`config.mk`:
```
export PLATFORM = sky130hd
export DESIGN_NAME = z88_ps2_kbd
export DESIGN_NICKNAME = d
export VERILOG_FILES = /design/src/rtl/z88_ps2_kbd.sv
export SDC_FILE = /design/constraint.sdc
export NUM_CORES = 1
export LEC_CHECK = 0
export BUFFER_PORTS_ARGS = -buffer_cell sky130_fd_sc_hd__buf_2
export CORE_MARGIN = 5
export CORE_UTILIZATION = 50
export CTS_BUF_LIST = sky130_fd_sc_hd__clkbuf_4 sky130_fd_sc_hd__clkbuf_8 sky130_fd_sc_hd__clkbuf_16
export DETAILED_ROUTE_END_ITERATION = 12
export PLACE_DENSITY = 0.73
export SLEW_MARGIN = 20
export SYNTH_ARGS = -nofsm -noshare
export SYNTH_HDL_FRONTEND = slang
export SYNTH_SLANG_ARGS = --single-unit
```
`constraint.sdc`:
```
create_clock -name mck -period 3.2 [get_ports mck]
set_input_delay 0.64 -clock mck [delete_from_list [all_inputs] [get_ports mck]]
set_output_delay 0.64 -clock mck [all_outputs]
set_load 0.005 [all_outputs]
```
`src/rtl/z88_ps2_kbd.sv`:
```
// z88_ps2_kbd: PS/2 set-2 keyboard receiver that maintains the 64-bit Z88 key
// matrix read by Blink on IN $B2. Everything runs on mck. Reset (rin) is
// synchronous and active-high.
// Optional build macro: PS2_PARITY_CHK_EN. When it is defined, the receiver checks
// odd parity over the data and parity bits and drops bytes that fail the check.
//
// state  | meaning
// IDLE   | waiting for a start bit (data low on a clock fall)
// DATA   | shifting in 8 data bits, LSB first
// PARITY | capturing the parity bit
// STOP   | checking the stop bit (and parity), then back to IDLE
module z88_ps2_kbd #(
  parameter int FILT_LEN = 8,
  parameter int TIMEOUT  = 20000
) (
  input  logic        mck,
  input  logic        rin,
  input  logic        ps2_clk,
  input  logic        ps2_dat,
  output logic [63:0] kbmat,
  output logic        byte_vld,
  output logic [7:0]  byte_dat,
  output logic        frm_err
);

  localparam int FW = (FILT_LEN > 1) ? $clog2(FILT_LEN) : 1;
  localparam int TW = (TIMEOUT > 1) ? $clog2(TIMEOUT) : 1;
  localparam logic [FW-1:0] FILT_RLD = FW'(FILT_LEN - 1);
  localparam logic [TW-1:0] TO_RLD   = TW'(TIMEOUT - 1);

  typedef enum logic [1:0] {
    IDLE   = 2'd0,
    DATA   = 2'd1,
    PARITY = 2'd2,
    STOP   = 2'd3
  } state_t;

  state_t        state_q, state_d;
  logic          clk_s1, clk_s2, dat_s1, dat_s2;
  logic          filt_clk;
  logic [FW-1:0] filt_cnt;
  logic          fall;
  logic [TW-1:0] to_cnt;
  logic          to_hit;
  logic [2:0]    bit_cnt;
  logic [7:0]    shreg;
  logic          par_bit;
  logic          par_ok;
  logic          frame_ok, frame_bad;
  logic          ext, brk;
  logic [2:0]    skip;
  logic          map_hit;
  logic [5:0]    map_idx;

  // Two-flop synchronisers; both lines idle high, so they are seeded high.
  always_ff @(posedge mck) begin
    if (rin) begin
      clk_s1 <= 1'b1;
      clk_s2 <= 1'b1;
      dat_s1 <= 1'b1;
      dat_s2 <= 1'b1;
    end else begin
      clk_s1 <= ps2_clk;
      clk_s2 <= clk_s1;
      dat_s1 <= ps2_dat;
      dat_s2 <= dat_s1;
    end
  end

  // Glitch filter: the accepted clock level moves only after FILT_LEN equal samples.
  always_ff @(posedge mck) begin
    if (rin) begin
      filt_clk <= 1'b1;
      filt_cnt <= FILT_RLD;
    end else if (clk_s2 == filt_clk) begin
      filt_cnt <= FILT_RLD;
    end else if (filt_cnt == '0) begin
      filt_clk <= clk_s2;
      filt_cnt <= FILT_RLD;
    end else begin
      filt_cnt <= filt_cnt - FW'(1);
    end
  end

  // One-cycle fall event: the cycle in which the filtered clock is about to drop.
  assign fall = filt_clk & ~clk_s2 & (filt_cnt == '0);

  // Mid-frame watchdog: reloads on every fall and while idle, fires at terminal count.
  always_ff @(posedge mck) begin
    if (rin || state_q == IDLE || fall) begin
      to_cnt <= TO_RLD;
    end else if (to_cnt != '0) begin
      to_cnt <= to_cnt - TW'(1);
    end
  end

  assign to_hit = (state_q != IDLE) && (to_cnt == '0);

`ifdef PS2_PARITY_CHK_EN
  assign par_ok = ^{shreg, par_bit};
`else
  logic unused_par;
  assign unused_par = par_bit;
  assign par_ok     = 1'b1;
`endif

  // Receiver state register.
  always_ff @(posedge mck) begin
    if (rin) state_q <= IDLE;
    else     state_q <= state_d;
  end

  // Next-state and frame verdict; a watchdog expiry takes priority over a fall.
  always_comb begin
    state_d   = state_q;
    frame_ok  = 1'b0;
    frame_bad = 1'b0;
    if (to_hit) begin
      state_d   = IDLE;
      frame_bad = 1'b1;
    end else if (fall) begin
      case (state_q)
        IDLE:   if (!dat_s2) state_d = DATA;
        DATA:   if (bit_cnt == 3'd7) state_d = PARITY;
        PARITY: state_d = STOP;
        STOP: begin
          state_d = IDLE;
          if (dat_s2 && par_ok) frame_ok  = 1'b1;
          else                  frame_bad = 1'b1;
        end
        default: state_d = IDLE;
      endcase
    end
  end

  // Frame datapath: bit counter, shift register and parity capture.
  always_ff @(posedge mck) begin
    if (rin) begin
      bit_cnt <= 3'd0;
      shreg   <= 8'h00;
      par_bit <= 1'b0;
    end else if (fall && !to_hit) begin
      case (state_q)
        IDLE:    bit_cnt <= 3'd0;
        DATA: begin
          shreg   <= {dat_s2, shreg[7:1]};
          bit_cnt <= bit_cnt + 3'd1;
        end
        PARITY:  par_bit <= dat_s2;
        default: ;
      endcase
    end
  end

  // Registered byte and error outputs.
  always_ff @(posedge mck) begin
    if (rin) begin
      byte_vld <= 1'b0;
      byte_dat <= 8'h00;
      frm_err  <= 1'b0;
    end else begin
      byte_vld <= frame_ok;
      frm_err  <= frame_bad;
      if (frame_ok) byte_dat <= shreg;
    end
  end

  // Scancode to matrix index, idx = 8*row + bit. Extended codes carry ext in bit 8.
  always_comb begin
    map_hit = 1'b1;
    map_idx = 6'd0;
    case ({ext, byte_dat})
      9'h05A:  map_idx = 6'd6;   // Enter
      9'h059:  map_idx = 6'd7;   // Right shift
      9'h172:  map_idx = 6'd22;  // Cursor down
      9'h175:  map_idx = 6'd30;  // Cursor up
      9'h01B:  map_idx = 6'd36;  // S
      9'h16B:  map_idx = 6'd38;  // Cursor left
      9'h01C:  map_idx = 6'd44;  // A
      9'h174:  map_idx = 6'd46;  // Cursor right
      9'h015:  map_idx = 6'd52;  // Q
      9'h029:  map_idx = 6'd53;  // Space
      9'h00D:  map_idx = 6'd60;  // Tab
      9'h076:  map_idx = 6'd61;  // Esc
      9'h012:  map_idx = 6'd62;  // Left shift
      9'h066:  map_idx = 6'd63;  // Delete / backspace
      default: map_hit = 1'b0;
    endcase
  end

  // Set-2 decoder: prefix tracking, Pause skipping, make/break and matrix clears.
  always_ff @(posedge mck) begin
    if (rin) begin
      kbmat <= 64'd0;
      ext   <= 1'b0;
      brk   <= 1'b0;
      skip  <= 3'd0;
    end else if (byte_vld) begin
      if (skip != 3'd0) begin
        skip <= skip - 3'd1;
      end else if (byte_dat == 8'hE0) begin
        ext <= 1'b1;
      end else if (byte_dat == 8'hF0) begin
        brk <= 1'b1;
      end else if (byte_dat == 8'hE1) begin
        skip <= 3'd7;
      end else begin
        ext <= 1'b0;
        brk <= 1'b0;
        if (!ext && !brk &&
            (byte_dat == 8'hAA || byte_dat == 8'hFA || byte_dat == 8'hFE)) begin
          kbmat <= 64'd0;
        end else if (map_hit) begin
          kbmat[map_idx] <= ~brk;
        end
      end
    end
  end

endmodule
```
# Word-level counts from Yosys, hierarchy flattened
# Index checks and enable logic that the tools add are counted.
# classes
addsub	4
magnitude_cmp	2
n_eq_ne	32
n_mux	27
bitwise	9
n_reduce_logical	32
# ops
operator	count
$mux W64	2
$pmux W6 S14	1
$bwmux W64	1
$eq A8 B8 Y1 const B	6
$eq A9 B5 Y1 const B	4
$eq A9 B7 Y1 const B	4
$eq A9 B9 Y1 const B	4
$logic_not A15 Y1	1
$reduce_bool A15 Y1	1
$sub A15 B1 Y15 const B	1
$mux W1	14
$ne A2 B2 Y1 const B	7
$reduce_or A14 Y1	1
$mux W3	4
$reduce_and A4 Y1	3
$eq A9 B4 Y1 const B	1
$eq A9 B6 Y1 const B	1
$pmux W2 S4	1
$reduce_bool A2 Y1	4
$lt A6 B7 Y1 const B	1
$not A1 Y1	7
$demux W1 S6	1
$ge A6 B1 Y1 const B	1
$pmux W3 S2	1
other kinds (19)	34
# totals
reg_bits	115
input_bits	4
output_inout_bits	74

# Logic depth before layout (Yosys ltp)
# Gate-level depths: netlist of run 1.
# logic_depth
word_depth	9
ltp_mapped	11
ltp_nobuf	8

# Worst setup path before layout of run 1
# Ideal clock, no wire load.
# synth_timing
path_type	register -> register
startpoint	reg to_cnt[0]
endpoint	reg byte_dat[0]
setup_ps	128
arrival_time_ps	2582
required_ps	3072
slack_ps	491
path_stages_with_launch	12
cell_sequence	dfxtp_1 > inv_1 > ha_1 > or3b_2 > or4_4 > buf_6 > or3_1 > buf_2 > o2111ai_2 > buf_6 > mux2i_1 > nor2_1
# synth_via
elab_chain_len	3
# synth_rtl
element	line	text
start: declaration	43	logic [TW-1:0] to_cnt;
start signal: assignment	93	to_cnt <= to_cnt - TW'(1);
$logic_not A15 Y1	97	assign to_hit = (state_q != IDLE) && (to_cnt == '0);
$logic_and A1 B1 Y1	97	
$mux W1	118	if (to_hit) begin
end signal: assignment	164	if (frame_ok) byte_dat <= shreg;
end: declaration	22	output logic [7:0] byte_dat,
# No other way between the ends.
# A chain may end at the register's enable or synchronous reset.

# Worst setup path after layout of run 1
# layout_timing
startpoint	reg to_cnt[0]
endpoint	reg byte_dat[2]
# The elaborated chain is that of the path after synthesis.

==> results of run 1 <==
-- metal layers --
metal	vias to the layer above	GRT usage	part of all wire	routed length, µm
li1	1827	-	-	-
met1	1747	0.226	0.45	4560
met2	120	0.307	0.48	4810
met3	12	0.0532	0.057	577
met4	0	0.0787	0.012	117
met5	-	0	0	0
-- worst paths after layout --
check	startpoint	end	slack (ns)	cells after the start
worst min register to register	filt_cnt[0]$_SDFF_PP1_	filt_cnt[0]$_SDFF_PP1_	0.38	1
worst min-delay path	ps2_clk	clk_s1$_SDFF_PP1_	0.31	2
worst max-delay path	to_cnt[0]$_SDFFE_PP1P_	byte_dat[2]$_SDFFE_PP0P_	0.31	9
worst max register to register	to_cnt[0]$_SDFFE_PP1P_	byte_dat[2]$_SDFFE_PP0P_	0.31	9
-- final cells by class --
type	count	area (µm²)	share of cell area
tap	108	135	0.0239
inverter	16	60.1	0.0106
clock inverter	14	191	0.0339
multi-input combinational	324	2070	0.366
clock buffer	18	428	0.0758
sequential	115	2300	0.408
timing repair buffer	87	460	0.0816
-- stage by stage --
step	cells	power [mW]
global route	682	3.52
detailed placement	650	1.49
global placement	650	1.49
floorplan	482	1.49
finish	682	3.40
CTS	682	3.44
-- worst max-delay path: stages, from the launching register on --
cell and delay [ns]:
dfxtp_1 0.31, inv_1 0.08, ha_1 0.17, or3b_2 0.51
or4_4 0.48, or3_1 0.49, o2111ai_2 0.20, buf_4 0.23
mux2i_1 0.23, nor2_1 0.07
-- registers in the layout, summed over array words and instances (netlist names) --
name	flops
bit_cnt	3
byte_vld	1
shreg	8
filt_clk	1
state_q	2
frm_err	1
dat_s2	1
byte_dat	8
clk_s1	1
kbmat	64
dat_s1	1
clk_s2	1
brk	1
to_cnt	15
ext	1
filt_cnt	3
skip	3
-- logic make-up after synthesis --
kind of cell,Yosys count,share of synthesized area
buffers and inverters,43,0.0415
muxes,20,0.0440
xor gates and xnor gates,7,0.0135
AOI/OAI and AO/OA,69,0.101
DFF,115,0.506
and+or+nand+nor,216,0.261
adders and majority gates,12,0.0330
-- placed cells by master, fill, tap and decap left out, types with 3 or more instances in the layout --
cell and instances:
buf_2 77, a22oi_1 7, o211ai_1 5, clkinv_4 4
dfxtp_1 115, o31ai_1 4, bufinv_16 3, or2_2 9
a21oi_1 12, nor4_1 11, nor2b_1 5, and2_1 52
xnor2_1 7, ha_1 12, a211oi_1 3, nand3b_1 3
or4b_2 3, nand2_1 24, nand2b_1 8, o21ai_0 20
nor3_1 16, inv_1 16, buf_4 10, nor4b_1 3
mux2i_1 20, nor2_1 52, nand3_1 8, or3_1 10
clkbuf_16 16, inv_6 5
-- power by group --
group | internal [mW] | switching [mW]
logic | 0.00615 | 0.0204
clock network | 1.23 | 0.703
registers | 1.43 | 0.000960
total | 2.67 | 0.724
==> run_results.csv, run 1 <==
group,metric,value,unit
outcome,status,"complete, no violations",
synth,yosysSeqAreaShare,0.506,
synth,synthArstFlopShare,0,
synth,syn-num-nets,498,
route,vias_per_cell,5.43,
global_routing,grt_max_degree,55,
cts,cts_made_buffers,17,
layout,syn2layout_area_growth,24.1,%
global_routing,grt_first_pass_wirelength,16800,µm
timing,finalSetupViolCount,0,
synth,postSynthAreaPerCell,9.44,µm²
layout,nets,577,
route,drt_first_pass_iters,5,
synth,yosys.area.top_type,"dfxtp_1",
critical_path,critPathKind,"register to register",
route,finalWirelength,10100,µm
cts,cts_tree,"yes",
layout,fin_area,5650,µm²
cts,clock_path_buffers,2,
cts,clock-sinks,115,
synth,ys_top_cells_by_count,"115 x dfxtp_1, 52 x and2_1, 52 x nor2_1, 24 x nand2_1",
synth,ys_types,49,
route,wire_per_inst,14.8,µm
critical_path,cp.arrival,3.27,ns
route,drc,0,
timing,hold_viol,0,
synth,yosys-top-cells-area,"dfxtp_1 51%, and2_1 7.2%, mux2i_1 4.4%",
place,placed_area,5030,µm²
cts,htree_levels,4,
route,ant_nets,0,
place,place_hpwl,6860,µm
floorplan,coreArea,8810,µm²
timing,setup_slack,0.314,ns
cts,clk_latency,0.51,ns
timing,fmax,346,MHz
route,drt-initial-drc-count,158,
route,vias,3706,
synth,synth-edff-count,0,
layout,fin_util,0.641,
cts,ctsHoldBuffers,0,
floorplan,die_area,11100,µm²
layout,fillers,735,
place,dpl_worst_slack,0.375,ns
timing,fin_setup_tns,0,ns
cts,clk_pin_slew,0.06,ns
timing,worst_slew_pin_slew,0.907,ns
critical_path,path_max_fanout,9,
synth,yosysMostFrequentCell,"dfxtp_1",
layout,drive_above_1_share,0.242,
timing,grt_setup_unrepaired,"false",
place,gpl.final_weighted_congestion,0.920,
synth,synth_warnings,0,
floorplan,rows,34,
synth,synth_top_area_frac,0.506,
timing,period_needed,2.89,ns
cts,root_buffer,"clkbuf_8",
pwr,p_per_area,602,nW/µm²
floorplan,initial_core_util,0.517,
critical_path,crit_path_end_kind,"register",
place,port_buffers,77,
floorplan,num_io_pins,78,
global_routing,track_usage,0.186,
global_routing,antenna_found_initial,0,
layout,num_antenna_cells,0,
timing,maxSlewHeadroom,0.391,
synth,netlist_instances,482,
floorplan,die_y,105,µm
global_routing,overflow,0,
cts,post_cts_buffers,0,
timing,slew_violations,0,
critical_path,crit_required,3.58,ns
timing,whs,0.313,ns
timing,finalCritPeriodShare,0.902,
cts,cts-resized-gates,0,
pwr,ir_drop,0.000440,V
synth,synth-seq-cells,115,
synth,netlist_area,4550,µm²
pwr,total_leakage_power,2.46,nW
min_path,hp-class,"input pin to register",
synth,ys.flop_type,"dfxtp_1",
floorplan,die_w,105,µm
global_routing,grt_pass1_vias,3681,
critical_path,critPathLaunchType,"register",
job,drv_cap,0,
timing,fin_skew,0.00959,ns
(Power assumes the default switching activity.)
==> run 2: changes to the inputs <==
Settings changed: CELL_PAD_IN_SITES_DETAIL_PLACEMENT from default to 1, CELL_PAD_IN_SITES_GLOBAL_PLACEMENT from default to 1, CORE_UTILIZATION 50 to 42, PLACE_DENSITY 0.73 to 0.79.
==> run 2 against run 1 <==
Sequential power about the same. Non-clock buffer count rose by 2. Cell count rose by 4.5%. Count of clock-buffer cells in the layout grew 2. Via count up 3.1%. Clock power is 4% lower. Total power fell by 2.1%. Largest cell class unchanged. Cell area grew 0.31%. Worst hold slack got worse by 0.014 ns. Register-to-register slack barely moved. Global-route usage rose by 0.97 points. Worst setup slack got worse by 0.011 ns.
==> run_results.csv, run 2 (synthesis gave the netlist of run 1 again) <==
group,metric,value,unit
outcome,status,"complete, no violations",
global_routing,grt_first_pass_wirelength,20100,µm
pwr,ir_drop,0.000389,V
critical_path,critPathKind,"register to register",
min_path,hp-class,"input pin to register",
route,finalWirelength,12100,µm
layout,regArea,2300,µm²
layout,largestRegisters,"kbmat x64, to_cnt x15",
cts,root_buffer,"clkbuf_8",
floorplan,die_area,13000,µm²
timing,finalCritPeriodShare,0.905,
cts,cts_tree,"yes",
place,port_buffers,77,
floorplan,die_y,114,µm
critical_path,crit_required,3.59,ns
floorplan,coreArea,10700,µm²
critical_path,crit_path_end_kind,"register",
cts,clk_pin_slew,0.05,ns
layout,fillers,1258,
cts,ctsHoldBuffers,0,
layout,layout_commonest_cell,"dfxtp_1",
critical_path,regToRegSetupSlack,0.30,ns
timing,grt_setup_unrepaired,"false",
floorplan,rows,38,
job,drv_cap,0,
timing,fin_skew,0.00557,ns
route,drt_first_pass_iters,4,
floorplan,initial_core_util,0.423,
route,drc,0,
pwr,total_leakage_power,2.45,nW
timing,worst_slew_pin_slew,1.08,ns
critical_path,cp.arrival,3.29,ns
global_routing,grt.busiest_layer,"met2",
route,wire_per_inst,17.0,µm
pwr,p_per_area,587,nW/µm²
place,placed_cells,684,
critical_path,timing.rr.end,"byte_dat[3]$_SDFFE_PP0P_",
global_routing,grt_max_degree,55,
route,vias,3822,
route,vias_per_cell,5.36,
global_routing,grt_pass1_vias,4065,
place,place_hpwl,8090,µm
layout,drive_above_1_share,0.241,
layout,syn2layout_area_growth,24.5,%
min_path,hold_depth,2,
timing,fmax,345,MHz
critical_path,critPathLaunchType,"register",
layout,instances_no_fill,713,
critical_path,rr_startpoint,"to_cnt[0]$_SDFFE_PP1P_",
global_routing,antenna_found_initial,0,
route,ant_nets,0,
global_routing,overflow,0,
critical_path,reg2reg_depth,9,
cts,clock_path_buffers,2,
timing,maxSlewHeadroom,0.272,
route,drt-initial-drc-count,190,
layout,num_antenna_cells,0,
min_path,holdPathEnd,"clk_s1$_SDFF_PP1_",
global_routing,grt_use_met2,0.333,
cts,cts_made_buffers,17,
cts,clk_latency,0.52,ns
cts,clock-sinks,115,
layout,largest_register_ffs,64,
floorplan,die_w,114,µm
timing,finalSetupViolCount,0,
floorplan,num_io_pins,78,
critical_path,path_max_fanout,9,
global_routing,use_met3,0.0645,
global_routing,use_met1,0.221,
place,gpl.final_weighted_congestion,0.864,
cts,cts-resized-gates,0,
timing,slew_violations,0,
timing,period_needed,2.90,ns
timing,whs,0.299,ns
layout,multi_input_area,2070,µm²
cts,post_cts_buffers,0,
layout,top_register,"kbmat",
global_routing,track_usage,0.195,
min_path,hold_start,"ps2_clk",
timing,hold_viol,0,
cts,htree_levels,4,
layout,layout_common_cells,"115 x dfxtp_1, 77 x buf_2, 52 x nor2_1, 52 x and2_1, 24 x nand2_1",
timing,fin_setup_tns,0,ns
layout,nets,579,
-- run 2: changes by cell type in the layout (fill, tap and decap cells not counted), sizes merged --
| cell | before | now |
|---|---|---|
| buf | 87 | 89 |
| inv | 23 | 16 |
| clkinvlp | 0 | 2 |
| clkbuf | 18 | 20 |
-- run 2: how the worst max path moves through the flow --
stage | startpoint | to | slack [ns] | cells past startpoint
detailed placement | to_cnt[0]$_SDFFE_PP1P_ | byte_dat[0]$_SDFFE_PP0P_ | 0.33 | 9
floorplan | to_cnt[0]$_SDFFE_PP1P_ | byte_dat[0]$_SDFFE_PP0P_ | 0.49 | 11
CTS | to_cnt[0]$_SDFFE_PP1P_ | byte_dat[3]$_SDFFE_PP0P_ | 0.29 | 9
global route | to_cnt[0]$_SDFFE_PP1P_ | byte_dat[3]$_SDFFE_PP0P_ | 0.16 | 9
global placement | to_cnt[0]$_SDFFE_PP1P_ | byte_dat[3]$_SDFFE_PP0P_ | 0.43 | 9
finish | to_cnt[0]$_SDFFE_PP1P_ | byte_dat[3]$_SDFFE_PP0P_ | 0.30 | 9
-- run 2: worst max-delay path, cell delays in order, from the launching register on --
cell and delay, ns:
dfxtp_1 0.31, inv_1 0.09, ha_1 0.17, or3b_2 0.50, or4_4 0.48, or3_1 0.49
o2111ai_2 0.20, buf_4 0.23, mux2i_1 0.24, nor2_1 0.06
-- run 2: cell type report --
class	instances	area share
inverters	16	0.0106
clock inverters	9	0.0234
well taps	140	0.0309
repair buffers	89	0.0840
clock buffers	20	0.0793
multi-input cells	324	0.365
flip-flops and latches	115	0.407
-- run 2: metal layers --
metal / routed length [µm] / vias to the layer above
met5: 0 / -
met4: 229 / 0
met3: 584 / 25
met2: 6280 / 89
met1: 5020 / 1882
li1: - / 1826
-- run 2: metrics by stage --
stage / setup slack, ns / power [mW] / utilization / cell area (µm²)
final: 0.303 / 3.33 / 0.527 / 5660
after global routing: 0.159 / 3.44 / 0.527 / 5660
after CTS: 0.293 / 3.36 / 0.527 / 5660
after detailed placement: 0.330 / 1.49 / 0.473 / 5080
after global placement: 0.434 / 1.49 / 0.473 / 5080
after floorplan: 0.491 / 1.49 / - / 4550
-- run 2: power breakdown --
group	internal [mW]	switching, mW
clock network	1.22	0.642
logic	0.00618	0.0214
registers	1.44	0.00125
